`src/rtl/sum_accum_pkg.sv`:
```
// Shared types and constants for the sum accumulator bank and its one-hot encoder.
package sum_accum_pkg;

  typedef enum logic {ACCUM, DRAIN} state_e;

  localparam int unsigned NUM_BANKS = 4;
  localparam int unsigned IDX_W     = 2;

  // Widest supported bank; the top slices this down to its own ACC_W.
  localparam int unsigned ACC_W_MAX = 32;
  localparam logic [ACC_W_MAX-1:0] SAT_MAX = '1;

endpackage

```
`src/rtl/onehot_enc.sv`:
```
// Combinational one-hot to index encoder with a validity flag for the bank select.
module onehot_enc
  import sum_accum_pkg::*;
(
  input  logic [NUM_BANKS-1:0] i_onehot,
  output logic [IDX_W-1:0]     o_idx,
  output logic                 o_is_onehot
);

  always_comb begin
    o_idx = '0;
    for (int i = 0; i < NUM_BANKS; i++) begin
      if (i_onehot[i]) o_idx = o_idx | IDX_W'(i);
    end
    o_is_onehot = $onehot(i_onehot);
  end

endmodule

```
`src/rtl/sum_accum_bank.sv`:
```
// Four-bank accumulator fed by the adder/decoder stage, drained serially on request.
// Define SUM_ACCUM_SAT_EN to make bank additions saturate instead of wrapping.
module sum_accum_bank
  import sum_accum_pkg::*;
#(
  parameter int unsigned DATA_W = 4,
  parameter int unsigned ACC_W  = 8
) (
  input  logic                 clk,
  input  logic                 rst,
  input  logic                 in_valid,
  output logic                 in_ready,
  input  logic [DATA_W-1:0]    sum_in,
  input  logic [NUM_BANKS-1:0] sel_onehot,
  input  logic                 drain_req,
  output logic                 out_valid,
  input  logic                 out_ready,
  output logic [IDX_W-1:0]     out_idx,
  output logic [ACC_W-1:0]     out_data,
  output logic                 busy,
  output logic                 err_sel
);

  state_e           r_state;
  logic [ACC_W-1:0] r_bank [NUM_BANKS];
  logic             r_out_valid;
  logic [IDX_W-1:0] r_out_idx;
  logic [ACC_W-1:0] r_out_data;
  logic             r_busy;
  logic             r_err_sel;

  logic [IDX_W-1:0] w_sel_idx;
  logic             w_sel_ok;
  logic             w_accept;
  logic [ACC_W-1:0] w_sum;
  logic [ACC_W-1:0] w_bank0_nxt;
  logic [IDX_W-1:0] w_idx_inc;

  onehot_enc u_onehot_enc (
    .i_onehot    (sel_onehot),
    .o_idx       (w_sel_idx),
    .o_is_onehot (w_sel_ok)
  );

  assign in_ready = (r_state == ACCUM);
  assign w_accept = in_valid && in_ready;

`ifdef SUM_ACCUM_SAT_EN
  logic [ACC_W:0] w_add;
  assign w_add = {1'b0, r_bank[w_sel_idx]} + (ACC_W + 1)'(sum_in);
  assign w_sum = w_add[ACC_W] ? SAT_MAX[ACC_W-1:0] : w_add[ACC_W-1:0];
`else
  assign w_sum = r_bank[w_sel_idx] + ACC_W'(sum_in);
`endif

  // Bank 0 as it will be after this edge, so a same-cycle accept is visible in the first word.
  assign w_bank0_nxt = (w_accept && w_sel_ok && (w_sel_idx == '0)) ? w_sum : r_bank[0];
  assign w_idx_inc   = r_out_idx + IDX_W'(1);

  always_ff @(posedge clk) begin
    if (rst) begin
      r_state     <= ACCUM;
      r_out_valid <= 1'b0;
      r_out_idx   <= '0;
      r_out_data  <= '0;
      r_busy      <= 1'b0;
      r_err_sel   <= 1'b0;
      for (int i = 0; i < NUM_BANKS; i++) r_bank[i] <= '0;
    end else begin
      case (r_state)
        ACCUM: begin
          if (w_accept) begin
            if (w_sel_ok) r_bank[w_sel_idx] <= w_sum;
            else          r_err_sel         <= 1'b1;
          end
          if (drain_req) begin
            r_state     <= DRAIN;
            r_out_valid <= 1'b1;
            r_busy      <= 1'b1;
            r_out_idx   <= '0;
            r_out_data  <= w_bank0_nxt;
          end
        end
        DRAIN: begin
          if (out_ready) begin
            if (r_out_idx == IDX_W'(NUM_BANKS - 1)) begin
              r_state     <= ACCUM;
              r_out_valid <= 1'b0;
              r_busy      <= 1'b0;
              r_out_idx   <= '0;
              r_out_data  <= '0;
              for (int i = 0; i < NUM_BANKS; i++) r_bank[i] <= '0;
            end else begin
              r_out_idx  <= w_idx_inc;
              r_out_data <= r_bank[w_idx_inc];
            end
          end
        end
        default: r_state <= ACCUM;
      endcase
    end
  end

  assign out_valid = r_out_valid;
  assign out_idx   = r_out_idx;
  assign out_data  = r_out_data;
  assign busy      = r_busy;
  assign err_sel   = r_err_sel;

endmodule

```
`config.mk`:
```
export PLATFORM = sky130hd
export DESIGN_NAME = sum_accum_bank
export DESIGN_NICKNAME = d
export VERILOG_FILES = /design/src/rtl/sum_accum_pkg.sv /design/src/rtl/onehot_enc.sv /design/src/rtl/sum_accum_bank.sv
export SDC_FILE = /design/constraint.sdc
export NUM_CORES = 1
export LEC_CHECK = 0
export CORE_ASPECT_RATIO = 0.5
export CORE_MARGIN = 2
export CORE_UTILIZATION = 48
export CTS_CLUSTER_SIZE = 28
export DETAILED_ROUTE_END_ITERATION = 6
export PLACE_DENSITY_LB_ADDON = 0.25
export SLEW_MARGIN = 20
export SYNTH_ARGS = -nofsm -noshare
export SYNTH_HDL_FRONTEND = slang
export SYNTH_SLANG_ARGS = --single-unit
```
`constraint.sdc`:
```
create_clock -name clk -period 5.58 [get_ports clk]
set_clock_uncertainty 0.05 [all_clocks]
set_input_delay 0.558 -clock clk [delete_from_list [all_inputs] [get_ports clk]]
set_output_delay 0.558 -clock clk [all_outputs]
set_load 0.005 [all_outputs]
```
Yosys cells after proc, flatten, opt, wreduce, memory -nomap -nowiden
Memories as Yosys holds them, arrays and structs flattened.
Cells that the tools add are included.
{ "classes": {"add_sub_neg": 5, "eq_ne": 5, "muxes": 39, "bitwise": 6, "n_reduce_logical": 8} }
{ "ops": {"columns": ["cell", "count"], "rows": [
  ["8-bit 2-to-1 mux", 9],
  ["1-bit 2-to-1 mux", 20],
  ["8-bit one-hot mux with 2 select lines", 1],
  ["2-bit 2-to-1 mux", 6],
  ["8-bit by 4-bit adder with 8-bit output", 1],
  ["8-bit OR reduction", 1],
  ["3-bit AND reduction", 2],
  ["1-bit by 1-bit adder with 2-bit output", 2],
  ["2-bit by 1-bit != test with 1-bit output, second input constant", 2],
  ["1-bit bitwise OR", 4],
  ["1-bit one-hot mux with 2 select lines", 2],
  ["2-bit one-hot mux with 2 select lines", 1],
  ["3-bit adder", 1],
  ["3-bit by 1-bit == test with 1-bit output, second input constant", 1],
  ["1-bit logical AND", 3],
  ["2-bit by 1-bit adder with 2-bit output, second input constant", 1],
  ["2-bit == test, second input constant", 1],
  ["2-bit zero test", 1],
  ["2-bit != test, second input constant", 1],
  ["1-bit NOT", 2],
  ["2-bit AND reduction", 1]
]} }
{ "word_totals": {"reg_bits": 13, "ram_bits": 32, "input_bits": 13, "output_inout_bits": 14, "word_cells": 69, "n_memories": 1} }
{ "memory_table": {"columns": ["memory", "words", "width", "read_ports", "rd_clocked_by_memory_dff", "write_ports", "line", "rtl"], "rows": [
  ["r_bank", 4, 8, 3, 0, 4, "sum_accum_bank.sv:25", "logic [ACC_W-1:0] r_bank [NUM_BANKS];"]
]} }

Longest topological paths before layout
Gate-level depths: netlist of the first run.
{ "logic_depth": {"depth_word": 10, "mapped_depth": 11, "ltp_nobuf": 10} }

Modules after synthesis
Synthesis of the first run repeated with hierarchy kept, for this count alone.
{ "unflattened": {"hier_cells": 222, "area_unflattened_um2": 2560.0} }
{ "modules_own_cells": {"columns": ["mod", "instances", "cells_each", "area_each_um2", "seq_area_each_um2"], "rows": [
  ["sum_accum_bank", 1, 211, 2476.1, 1221.2],
  ["onehot_enc", 1, 11, 83.8, 0.0]
]} }

Worst setup path after synthesis of the first run
No wires, ideal clock.
{ "synth_path": {"path_kind": "input port to flip-flop", "from": "input sel_onehot[3]", "to": "memory r_bank[3][6] (data pin)", "setup_time_ps": 272, "t_arrival_ps": 2860, "required_ps": 5258, "path_slack_ps": 2398, "stages": 10, "path_buffers": 1, "cell_sequence": "nor2_2 buf_6 mux4_2 ha_1 fa_1 a21o_1 a21oi_1 nand3b_2 xor2_1 nor2_1"} }
{ "synth_rtl": {"columns": ["element", "line", "rtl"], "rows": [
  ["start: declaration", "sum_accum_bank.sv:14", "input logic [NUM_BANKS-1:0] sel_onehot,"],
  ["end: declaration", "sum_accum_bank.sv:25", null]
]} }

==> impl_table.tex, run 1 <==
\begin{tabular}{lr}
\hline
Metric & Value \\
\hline
\multicolumn{2}{l}{\textbf{Run status}} \\
\quad Status & complete, no violations \\
\multicolumn{2}{l}{\textbf{Timing}} \\
\quad Shortest clock period the worst path allows after layout & 3.84 ns \\
\quad Max-slew violation count & 0 \\
\quad Setup repair after global routing missed its margin & false \\
\quad Part of the cycle the worst path needs & 68.9\% \\
\quad Slew at the pin with the worst max-slew slack & 0.725 ns \\
\quad Setup violation total in the final timing report & 0 \\
\quad Achievable Freq & 260 MHz \\
\quad Setup TNS & 0 ns \\
\quad Smallest setup slack after layout & 1.74 ns \\
\quad Hold Fails Final Rpt & 0 \\
\quad Headroom to the max-slew limit & 51.6\% \\
\multicolumn{2}{l}{\textbf{Hold path}} \\
\quad Hold path startpoint & err\_sel \\
\quad Number of cells on the worst hold path & 2 \\
\quad Class of the tightest hold or removal check & register to register \\
\quad Worst Hold End & err\_sel \\
\multicolumn{2}{l}{\textbf{Critical path}} \\
\quad Endpoint of the most critical register-to-register path & r\_bank[0][6] \\
\quad Launching point of the worst reg2reg path & r\_bank[3][0] \\
\quad Kind of end point of the critical path & register \\
\quad Startpoint type of the worst setup path & primary input \\
\quad Worst Setup Path Type & primary input to register \\
\quad FF-to-FF setup slack & 2.65 ns \\
\quad Worst path required time & 5.48 ns \\
\quad Critical Path AT & 3.74 ns \\
\quad R2R cell count & 8 \\
\quad Peak fanout along the critical path & 9 \\
\multicolumn{2}{l}{\textbf{Placed design}} \\
\quad Detailed placement HPWL & 4280 um \\
\quad Placer Congestion & 0.855 \\
\quad Count of buffers inserted at the top-level ports & 26 \\
\quad Setup WS pre-CTS & 1.45 ns \\
\multicolumn{2}{l}{\textbf{Final layout}} \\
\quad Commonest non-fill, non-tap cell in the layout & sky130\_fd\_sc\_hd\_\_nor2\_1 \\
\quad Commonest cells after routing, fill and taps aside & sky130\_fd\_sc\_hd\_\_nor2\_1 (43), sky130\_fd\_sc\_hd\_\_edfxtp\_1 (32), sky130\_fd\_sc\_hd\_\_clkdlybuf4s50\_1 (26), sky130\_fd\_sc\_hd\_\_mux4\_2 (16), sky130\_fd\_sc\_hd\_\_dfxtp\_1 (13) \\
\quad Share of the core filled with cells & 58.6\% \\
\quad Count of inserted antenna diode cells & 0 \\
\quad Synthesis-to-finish area growth & 15.8\% \\
\quad Ratio of cells with drive above 1 in the final layout & 12.1\% \\
\quad Fin nets & 263 \\
\multicolumn{2}{l}{\textbf{Clock tree}} \\
\quad CTS tree & built \\
\quad Root buffer selected by CTS & sky130\_fd\_sc\_hd\_\_clkbuf\_8 \\
\quad H-tree depth reported by CTS & 2 \\
\quad Number of clock sinks & 45 \\
\quad Clock slew seen by the registers of the worst setup and hold paths & 0.09 ns \\
\quad Insertion delay of the later-clocked pin in the worst-skew pair & 0.32 ns \\
\quad Number of buffers created by CTS & 5 \\
\quad Buffer depth of the longest clock path & 2 \\
\quad Number of gates given a new drive strength after cts & 0 \\
\quad Total setup buffers inserted after CTS & 0 \\
\quad Hold\_buf cts & 0 \\
\multicolumn{2}{l}{\textbf{Power and ir drop}} \\
\quad Leakage Power & 0.00114 uW \\
\quad Maximum resistive drop on vdd & 0.114 mV \\
\quad Power density cells & 256 mW/mm2 \\
\multicolumn{2}{l}{\textbf{GRT}} \\
\quad Number of antenna violations at the first check in global routing & 0 \\
\quad Global Route Usage Sum & 22.0\% \\
\quad Overflow left after global routing & 0 \\
\quad Largest net degree at the start of global routing & 17 \\
\quad Number of global-route vias before repair & 1937 \\
\quad Global-route wire length before repair & 9600 um \\
\multicolumn{2}{l}{\textbf{Route}} \\
\quad Number of detailed-route iterations in the first pass & 4 \\
\quad Via density per instance & 6.19 \\
\quad DRC errors left & 0 \\
\quad Routed length per instance & 19.5 um \\
\quad DR vias & 1912 \\
\quad Final wirelength & 6010 um \\
\quad Number of nets with antenna violations after detailed routing & 0 \\
\quad Iteration-0 DRC Markers & 127 \\
\multicolumn{2}{l}{\textbf{Yosys}} \\
\quad Number of synthesized register bits & 45 \\
\quad Proportion of synthesized chip area in sequential cells & 48.2\% \\
\quad Prevailing post-synth register cell & sky130\_fd\_sc\_hd\_\_edfxtp\_1 \\
\quad Post-synthesis cell count & 214 \\
\quad Number of nets in the synthesized netlist & 239 \\
\quad FFs w/ async S/R, synth & 0\% \\
\quad Combined area of all synthesized cells & 0.00253 mm2 \\
\quad Netlist cell types & 42 \\
\quad Number of enable flip-flop cells after synthesis & 32 \\
\quad Mean instance size in the synthesized netlist & 11.8 um2 \\
\quad Yosys synthesis warning count & 0 \\
\multicolumn{2}{l}{\textbf{Floorplan}} \\
\quad Die span in x & 107 um \\
\quad IO Pins & 27 \\
\quad Die Outline Area & 0.00591 mm2 \\
\quad Area of the core & 0.00500 mm2 \\
\quad Initial Utilization & 50.6\% \\
\quad Placement row count & 18 \\
\quad Overall die height & 55.4 um \\
\multicolumn{2}{l}{\textbf{Job}} \\
\quad Maxcap violations & 0 \\
\hline
\end{tabular}
metrics by stage:
step | std cells | total power [uW] | hold WS [ns] | area (um2)
floorplan | 214 | 486 | 0.410 | 2530
global route | 309 | 779 | 0.462 | 2930
global placement | 301 | 535 | 0.400 | 2840
finish | 309 | 752 | 0.428 | 2930
CTS | 309 | 752 | 0.438 | 2930
detailed placement | 301 | 539 | 0.414 | 2840
critical path, cell delays in order:
cell and delay, ns:
sky130_fd_sc_hd__clkdlybuf4s50_1 0.53, sky130_fd_sc_hd__inv_1 0.07, sky130_fd_sc_hd__ha_1 0.28, sky130_fd_sc_hd__ha_1 0.19, sky130_fd_sc_hd__fa_1 0.44, sky130_fd_sc_hd__nor3b_1 0.39
sky130_fd_sc_hd__nand2_1 0.13, sky130_fd_sc_hd__nor2_1 0.18, sky130_fd_sc_hd__nand3b_1 0.40, sky130_fd_sc_hd__nand2_1 0.56
layout make-up:
cell class                      instances  area [um2]
Sequential cell                        45        1220
Timing Repair Buffer                   27         268
Inverter                               10        37.5
Fill cell                             423        2070
Tap cell                               70        87.6
Multi-Input combinational cell        149        1220
Clock buffer                            6        82.6
Clock inverter                          2        13.8
per-layer routing:
| metal | wire (um) | track usage [%] |
|---|---|---|
| met4 | 123 | 9.65 |
| met3 | 567 | 5.08 |
| met5 | 0 | 0 |
| met1 | 2630 | 30.4 |
| met2 | 2700 | 33.3 |
worst max-delay path by stage:
stage	startpoint	to	slack (ns)
3_3_place_gp	sel_onehot[3]	r_bank[3][6]	1.46
4_1_cts	sel_onehot[3]	r_bank[3][6]	1.75
2_1_floorplan	sel_onehot[3]	r_bank[3][6]	2.40
6_report	sel_onehot[3]	r_bank[1][6]	1.74
5_1_grt	sel_onehot[3]	r_bank[0][7]	1.53
3_5_place_dp	sel_onehot[3]	r_bank[0][6]	1.45
cells by family after synthesis:
logic type	Yosys count	synth area share [%]
AO/OA/AOI/OAI	34	9.29
AND/OR/NAND/NOR	77	14.5
buffers and inverters	20	3.51
flip-flops	45	48.2
multiplexers	21	16.2
XOR/XNOR	5	1.73
adder cells (fa/ha/maj)	12	6.53
cell usage after synthesis (3+ instances only):
cell type | instances | area, um2
sky130_fd_sc_hd__inv_1 | 10 | 37.5
sky130_fd_sc_hd__mux4_2 | 16 | 360
sky130_fd_sc_hd__clkbuf_1 | 6 | 22.5
sky130_fd_sc_hd__nand2_1 | 11 | 41.3
sky130_fd_sc_hd__dfxtp_1 | 13 | 260
sky130_fd_sc_hd__a21oi_1 | 6 | 30.0
sky130_fd_sc_hd__nor3b_1 | 5 | 37.5
sky130_fd_sc_hd__o21ai_0 | 5 | 25.0
sky130_fd_sc_hd__xor2_1 | 3 | 26.3
sky130_fd_sc_hd__mux2i_1 | 5 | 50.1
sky130_fd_sc_hd__nor2b_1 | 5 | 31.3
sky130_fd_sc_hd__a32oi_1 | 3 | 26.3
sky130_fd_sc_hd__nand3_1 | 3 | 15.0
sky130_fd_sc_hd__nor2_1 | 43 | 161
sky130_fd_sc_hd__a21o_1 | 4 | 30.0
sky130_fd_sc_hd__ha_1 | 10 | 125
sky130_fd_sc_hd__edfxtp_1 | 32 | 961
flip-flops by register name, summed over array words and instances (netlist names):
| signal | count |
|---|---|
| err_sel | 1 |
| r_state | 1 |
| out_data | 8 |
| r_bank | 32 |
| busy | 1 |
| out_idx | 2 |
power by group:
| part | internal (uW) | switching (uW) |
|---|---|---|
| clock network | 101 | 118 |
| registers | 375 | 14.4 |
| logic | 67.4 | 76.2 |
No activity file was read; power rests on OpenSTA's default activity.
==> run 2: changes to the inputs <==
Clock period 5.58 ns to 3.4 ns, I/O delays scaled along.
==> impl_table.tex, run 2 (same netlist as run 1, synthesis figures left out) <==
\begin{tabular}{lr}
\hline
Metric & Value \\
\hline
\multicolumn{2}{l}{\textbf{Final layout}} \\
\quad Ratio of cells with drive above 1 in the final layout & 19.8\% (was 12.1\%) \\
\quad Commonest non-fill, non-tap cell in the layout & sky130\_fd\_sc\_hd\_\_nor2\_1 (unchanged) \\
\quad Count of inserted antenna diode cells & 0 (unchanged) \\
\quad Flip-flop count of the largest register, all copies and words added & 32 (unchanged) \\
\quad Commonest cells after routing, fill and taps aside & sky130\_fd\_sc\_hd\_\_nor2\_1 (43), sky130\_fd\_sc\_hd\_\_edfxtp\_1 (32), sky130\_fd\_sc\_hd\_\_clkdlybuf4s50\_1 (26), sky130\_fd\_sc\_hd\_\_buf\_4 (21), sky130\_fd\_sc\_hd\_\_mux4\_2 (16) (was sky130\_fd\_sc\_hd\_\_nor2\_1 (43), sky130\_fd\_sc\_hd\_\_edfxtp\_1 (32), sky130\_fd\_sc\_hd\_\_clkdlybuf4s50\_1 (26), sky130\_fd\_sc\_hd\_\_mux4\_2 (16), sky130\_fd\_sc\_hd\_\_dfxtp\_1 (13)) \\
\quad Register name with the most flops & r\_bank (unchanged) \\
\quad Synthesis-to-finish area growth & 24.7\% (was 15.8\%) \\
\quad Fin nets & 287 (was 263) \\
\multicolumn{2}{l}{\textbf{Floorplan}} \\
\quad Placement row count & 18 (unchanged) \\
\quad Die Outline Area & 0.00591 mm2 (unchanged) \\
\quad Die span in x & 107 um (unchanged) \\
\quad IO Pins & 27 (unchanged) \\
\quad Area of the core & 0.00500 mm2 (unchanged) \\
\quad Overall die height & 55.4 um (unchanged) \\
\quad Initial Utilization & 50.6\% (unchanged) \\
\multicolumn{2}{l}{\textbf{Timing}} \\
\quad Setup repair after global routing missed its margin & false (unchanged) \\
\quad Headroom to the max-slew limit & 55.4\% (was 51.6\%) \\
\quad Setup violation total in the final timing report & 0 (unchanged) \\
\quad Max-slew violation count & 0 (unchanged) \\
\quad Part of the cycle the worst path needs & 93.0\% \\
\quad Achievable Freq & 316 MHz \\
\quad WHS & 0.424 ns (was 0.428 ns) \\
\quad Shortest clock period the worst path allows after layout & 3.16 ns \\
\quad Slew at the pin with the worst max-slew slack & 0.667 ns (was 0.725 ns) \\
\quad Hold Fails Final Rpt & 0 (unchanged) \\
\multicolumn{2}{l}{\textbf{Clock tree}} \\
\quad Number of gates given a new drive strength after cts & 0 (unchanged) \\
\quad H-tree depth reported by CTS & 2 (unchanged) \\
\quad Number of clock sinks & 45 (unchanged) \\
\quad CTS tree & built (unchanged) \\
\quad Hold\_buf cts & 0 (unchanged) \\
\quad Clock slew seen by the registers of the worst setup and hold paths & 0.09 ns (about the same) \\
\quad Insertion delay of the later-clocked pin in the worst-skew pair & 0.30 ns (was 0.32 ns) \\
\quad Total setup buffers inserted after CTS & 0 (unchanged) \\
\quad Root buffer selected by CTS & sky130\_fd\_sc\_hd\_\_clkbuf\_8 (unchanged) \\
\quad Number of buffers created by CTS & 5 (unchanged) \\
\quad Buffer depth of the longest clock path & 2 (unchanged) \\
\multicolumn{2}{l}{\textbf{GRT}} \\
\quad Global-route wire length before repair & 10100 um (was 9600 um) \\
\quad Number of global-route vias before repair & 1945 (was 1937) \\
\quad Number of antenna violations at the first check in global routing & 0 (unchanged) \\
\quad Global Route Usage Sum & 23.0\% (was 22.0\%) \\
\quad Overflow left after global routing & 0 (unchanged) \\
\quad Largest net degree at the start of global routing & 17 (unchanged) \\
\multicolumn{2}{l}{\textbf{Critical path}} \\
\quad Kind of end point of the critical path & register (unchanged) \\
\quad FF-to-FF setup slack & 0.56 ns (was 2.65 ns) \\
\quad Crit-path slowest cell & sky130\_fd\_sc\_hd\_\_clkdlybuf4s50\_1 (was sky130\_fd\_sc\_hd\_\_nand2\_1) \\
\quad Critical Path AT & 3.16 ns (was 3.74 ns) \\
\quad Max incr delay on CP & 0.43 ns (was 0.56 ns) \\
\quad Peak fanout along the critical path & 4 (was 9) \\
\quad Worst Setup Path Type & primary input to register (unchanged) \\
\quad Worst path required time & 3.40 ns (was 5.48 ns) \\
\quad Cell with the most instances on the worst path & sky130\_fd\_sc\_hd\_\_ha\_1 \\
\quad R2R cell count & 8 (unchanged) \\
\quad Startpoint type of the worst setup path & primary input (unchanged) \\
\quad Cell Chain, Critical Path & clkdlybuf4s50\_1, buf\_4, inv\_1, ha\_1, mux4\_2, ha\_1, fa\_1, a21o\_1, a21oi\_1, nand3b\_2, xor2\_1, nor2\_1 (was clkdlybuf4s50\_1, inv\_1, ha\_1, ha\_1, fa\_1, nor3b\_1, nand2\_1, nor2\_1, nand3b\_1, nand2\_1) \\
\multicolumn{2}{l}{\textbf{Route}} \\
\quad Iteration-0 DRC Markers & 105 (was 127) \\
\quad DRC errors left & 0 (unchanged) \\
\quad Via density per instance & 5.78 (was 6.19) \\
\quad Final wirelength & 6270 um (was 6010 um) \\
\quad Number of nets with antenna violations after detailed routing & 0 (unchanged) \\
\quad DR vias & 1925 (was 1912) \\
\quad Routed length per instance & 18.8 um (was 19.5 um) \\
\quad Number of detailed-route iterations in the first pass & 4 (unchanged) \\
\multicolumn{2}{l}{\textbf{Power and ir drop}} \\
\quad Leakage Power & 0.00127 uW (was 0.00114 uW) \\
\quad Final Total Pwr & 1260 uW (was 752 uW) \\
\quad Power density cells & 399 mW/mm2 (was 256 mW/mm2) \\
\quad Maximum resistive drop on vdd & 0.218 mV (was 0.114 mV) \\
\multicolumn{2}{l}{\textbf{Hold path}} \\
\quad Class of the tightest hold or removal check & register to register (unchanged) \\
\quad Number of cells on the worst hold path & 2 (unchanged) \\
\multicolumn{2}{l}{\textbf{Run status}} \\
\quad Status & complete, no violations (unchanged) \\
\multicolumn{2}{l}{\textbf{Placed design}} \\
\quad Detailed placement HPWL & 4600 um (was 4280 um) \\
\quad Placer Congestion & 0.887 (was 0.855) \\
\quad Count of buffers inserted at the top-level ports & 26 (unchanged) \\
\multicolumn{2}{l}{\textbf{Job}} \\
\quad Maxcap violations & 0 (unchanged) \\
\hline
\end{tabular}
==> run 2: final cells by class <==
| class | count | area (um2) |
|---|---|---|
| sequential | 45 | 1220 |
| clock inverter | 2 | 8.76 |
| tap | 70 | 87.6 |
| timing repair buffer | 51 | 498 |
| multi-input combinational | 149 | 1220 |
| inverter | 10 | 37.5 |
| clock buffer | 6 | 82.6 |
| fill | 384 | 1840 |
==> run 2: path summary, 6_finish.rpt <==
path,to,start
worst max-delay path,r_bank[1][6],sel_onehot[3]
worst min-delay path,err_sel,err_sel
worst max register to register,r_bank[1][6],r_bank[0][0]
worst min register to register,err_sel,err_sel
==> run 2: per-layer routing <==
layer  GRT usage [%]  vias up  routed length [um]
met5               0        -                   0
li1                -      890                   -
met4            5.38        0                  33
met1            31.8      951                2570
met2            36.5       82                2920
met3            6.49        2                 752
==> run 2: critical path: cells and delay by family <==
family	cells	cell delay (ns)
compound gates	2	0.40
simple gates	2	0.27
mux	1	0.33
buf+inv	3	0.63
xor+xnor	1	0.29
fa+ha+maj	3	0.90
==> run 2: metrics by stage <==
step                utilization, %  TNS (ns)  worst slack [ns]  area [um2]  std cells
detailed placement            61.3   -0.0497           -0.0207        3070        325
global route                  63.1         0             0.149        3160        333
CTS                           63.1         0             0.292        3160        333
finish                        63.1         0             0.238        3160        333
global placement              61.3         0            0.0827        3070        325
floorplan                        -         0             0.436        2530        214
==> run 2: report_power, final <==
| group | internal (uW) | switching, uW |
|---|---|---|
| logic | 147 | 136 |
| registers | 615 | 19.7 |
| clock network | 161 | 181 |
| total | 923 | 337 |
==> run 3: changes to the inputs <==
Settings changed: PLACE_DENSITY set to 0.75, PLACE_DENSITY_LB_ADDON 0.25 to not set.
==> impl_table.tex, run 3 (same netlist as run 1, synthesis figures left out) <==
\begin{tabular}{lr}
\hline
Metric & Value \\
\hline
\multicolumn{2}{l}{\textbf{Clock tree}} \\
\quad Number of clock sinks & 45 (unchanged) \\
\quad Clock slew seen by the registers of the worst setup and hold paths & 0.08 ns (was 0.09 ns) \\
\quad Number of buffers created by CTS & 5 (unchanged) \\
\quad Root buffer selected by CTS & sky130\_fd\_sc\_hd\_\_clkbuf\_8 (unchanged) \\
\quad Buffer depth of the longest clock path & 2 (unchanged) \\
\quad Total setup buffers inserted after CTS & 0 (unchanged) \\
\quad CTS tree & built (unchanged) \\
\quad H-tree depth reported by CTS & 2 (unchanged) \\
\quad Number of gates given a new drive strength after cts & 0 (unchanged) \\
\quad Hold\_buf cts & 0 (unchanged) \\
\quad Insertion delay of the later-clocked pin in the worst-skew pair & 0.30 ns (about the same) \\
\multicolumn{2}{l}{\textbf{Power and ir drop}} \\
\quad Leakage Power & 0.00125 uW (was 0.00127 uW) \\
\quad Maximum resistive drop on vdd & 0.187 mV (was 0.218 mV) \\
\quad Final Total Pwr & 1240 uW (was 1260 uW) \\
\quad Power density cells & 396 mW/mm2 (was 399 mW/mm2) \\
\multicolumn{2}{l}{\textbf{Placed design}} \\
\quad Detailed placement HPWL & 4700 um (was 4600 um) \\
\quad Count of buffers inserted at the top-level ports & 26 (unchanged) \\
\quad Placer Congestion & 0.881 (was 0.887) \\
\quad Number of placed cells counting well taps & 325 (unchanged) \\
\multicolumn{2}{l}{\textbf{Hold path}} \\
\quad Class of the tightest hold or removal check & register to register (unchanged) \\
\multicolumn{2}{l}{\textbf{Timing}} \\
\quad Setup violation total in the final timing report & 0 (unchanged) \\
\quad Part of the cycle the worst path needs & 92.8\% (was 93.0\%) \\
\quad Achievable Freq & 317 MHz (was 316 MHz) \\
\quad Headroom to the max-slew limit & 54.7\% (was 55.4\%) \\
\quad Max-slew violation count & 0 (unchanged) \\
\quad Hold Fails Final Rpt & 0 (unchanged) \\
\quad Setup repair after global routing missed its margin & false (unchanged) \\
\quad Slew at the pin with the worst max-slew slack & 0.676 ns (was 0.667 ns) \\
\quad Shortest clock period the worst path allows after layout & 3.15 ns (was 3.16 ns) \\
\multicolumn{2}{l}{\textbf{Run status}} \\
\quad Status & complete, no violations (unchanged) \\
\multicolumn{2}{l}{\textbf{Critical path}} \\
\quad Buffers plus inverters on the worst setup path & 2 (was 3) \\
\quad Cell Chain, Critical Path & clkdlybuf4s50\_1, nor2\_2, buf\_4, mux4\_2, fa\_1, a21o\_1, a21oi\_1, nand3b\_2, xor2\_1, nor2\_1 (was clkdlybuf4s50\_1, buf\_4, inv\_1, ha\_1, mux4\_2, ha\_1, fa\_1, a21o\_1, a21oi\_1, nand3b\_2, xor2\_1, nor2\_1) \\
\quad Worst Setup Path Type & primary input to register (unchanged) \\
\quad Crit-path slowest cell & sky130\_fd\_sc\_hd\_\_mux4\_2 (was sky130\_fd\_sc\_hd\_\_clkdlybuf4s50\_1) \\
\quad Worst path required time & 3.39 ns (was 3.40 ns) \\
\quad Startpoint type of the worst setup path & primary input (unchanged) \\
\quad Max incr delay on CP & 0.55 ns (was 0.43 ns) \\
\quad Kind of end point of the critical path & register (unchanged) \\
\quad Cell family with most CP delay & buffers and inverters (was adder cells) \\
\quad Critical Path AT & 3.14 ns (was 3.16 ns) \\
\quad Peak fanout along the critical path & 4 (unchanged) \\
\multicolumn{2}{l}{\textbf{Route}} \\
\quad Iteration-0 DRC Markers & 126 (was 105) \\
\quad Final wirelength & 6440 um (was 6270 um) \\
\quad Number of nets with antenna violations after detailed routing & 0 (unchanged) \\
\quad Number of detailed-route iterations in the first pass & 4 (unchanged) \\
\quad Routed length per instance & 19.4 um (was 18.8 um) \\
\quad DR vias & 1958 (was 1925) \\
\quad Via density per instance & 5.88 (was 5.78) \\
\quad DRC errors left & 0 (unchanged) \\
\multicolumn{2}{l}{\textbf{Final layout}} \\
\quad Commonest cells after routing, fill and taps aside & sky130\_fd\_sc\_hd\_\_nor2\_1 (43), sky130\_fd\_sc\_hd\_\_edfxtp\_1 (32), sky130\_fd\_sc\_hd\_\_clkdlybuf4s50\_1 (26), sky130\_fd\_sc\_hd\_\_buf\_4 (23), sky130\_fd\_sc\_hd\_\_mux4\_2 (16) (was sky130\_fd\_sc\_hd\_\_nor2\_1 (43), sky130\_fd\_sc\_hd\_\_edfxtp\_1 (32), sky130\_fd\_sc\_hd\_\_clkdlybuf4s50\_1 (26), sky130\_fd\_sc\_hd\_\_buf\_4 (21), sky130\_fd\_sc\_hd\_\_mux4\_2 (16)) \\
\quad Multi-input logic area & 0.00122 mm2 (unchanged) \\
\quad Flip-flop count of the largest register, all copies and words added & 32 (unchanged) \\
\quad Ratio of cells with drive above 1 in the final layout & 19.0\% (was 19.8\%) \\
\quad Fillers & 409 (was 384) \\
\quad Commonest non-fill, non-tap cell in the layout & sky130\_fd\_sc\_hd\_\_nor2\_1 (unchanged) \\
\quad Register cell area after layout & 0.00122 mm2 (unchanged) \\
\quad Layout Cells excl Fill & 333 (unchanged) \\
\quad Fin nets & 287 (unchanged) \\
\quad Register name with the most flops & r\_bank (unchanged) \\
\quad Synthesis-to-finish area growth & 23.3\% (was 24.7\%) \\
\quad Count of inserted antenna diode cells & 0 (unchanged) \\
\multicolumn{2}{l}{\textbf{GRT}} \\
\quad Number of global-route vias before repair & 1898 (was 1945) \\
\quad Overflow left after global routing & 0 (unchanged) \\
\quad Number of antenna violations at the first check in global routing & 0 (unchanged) \\
\quad Global Route Usage Sum & 23.3\% (was 23.0\%) \\
\quad Global-route wire length before repair & 10100 um (about the same) \\
\quad Largest net degree at the start of global routing & 17 (unchanged) \\
\multicolumn{2}{l}{\textbf{Floorplan}} \\
\quad Placement row count & 18 (unchanged) \\
\quad Initial Utilization & 50.6\% (unchanged) \\
\quad Overall die height & 55.4 um (unchanged) \\
\quad IO Pins & 27 (unchanged) \\
\quad Die Outline Area & 0.00591 mm2 (unchanged) \\
\quad Area of the core & 0.00500 mm2 (unchanged) \\
\quad Die span in x & 107 um (unchanged) \\
\multicolumn{2}{l}{\textbf{Job}} \\
\quad Maxcap violations & 0 (unchanged) \\
\hline
\end{tabular}
run 3: cell count changes in the layout (fill, tap and decap cells not counted), sizes merged:
cell and delta:
clkbuf +2, clkinv -2
run 3: where the power goes:
| part | leakage (uW) | internal [uW] | switching [uW] |
|---|---|---|---|
| logic | 0.000774 | 141 | 139 |
| clock network | 0.0000395 | 146 | 174 |
| registers | 0.000438 | 615 | 20.4 |
| total | 0.00125 | 903 | 333 |
run 3: layout make-up:
class,instances,share of cell area [%]
flip-flops and latches,45,39.1
clock buffers,8,2.57
inverters,10,1.20
repair buffers,51,15.2
well taps,70,2.81
multi-input cells,149,39.1
run 3: per-stage QoR:
stage	worst slack, ns	TNS [ns]	hold WS [ns]	utilization [%]	instance area (um2)
2_1_floorplan	0.436	0	0.400	-	2530
3_3_place_gp	0.0254	0	0.398	60.8	3040
3_5_place_dp	-0.0486	-0.212	0.417	60.8	3040
4_1_cts	0.250	0	0.440	62.4	3120
5_1_grt	0.0752	0	0.463	62.4	3120
6_report	0.245	0	0.437	62.4	3120
run 3: routing by layer:
metal | global-route usage [%] | part of all wire (%)
met5 | 0 | 0
met4 | 7.24 | 2.0
met3 | 5.79 | 9.1
met1 | 31.7 | 42
met2 | 37.0 | 46
run 3: final timing paths:
path                       end  slack (ns)          start  cells after the start
hold reg to reg        err_sel        0.44        err_sel                      2
setup reg to reg  r_bank[0][6]        0.63   r_bank[0][0]                      8
hold / removal         err_sel        0.44        err_sel                      2
setup / recovery  r_bank[0][6]        0.25  sel_onehot[3]                     10
run 3: worst reg2reg max path, delay by kind of cell (launching register included):
family	cells	cell delay [ns]
xor gates and xnor gates	1	0.28
muxes	1	0.49
AOI/OAI and AO/OA	2	0.39
adders and majority gates	2	0.64
DFF	1	0.43
and+or+nand+nor	2	0.24
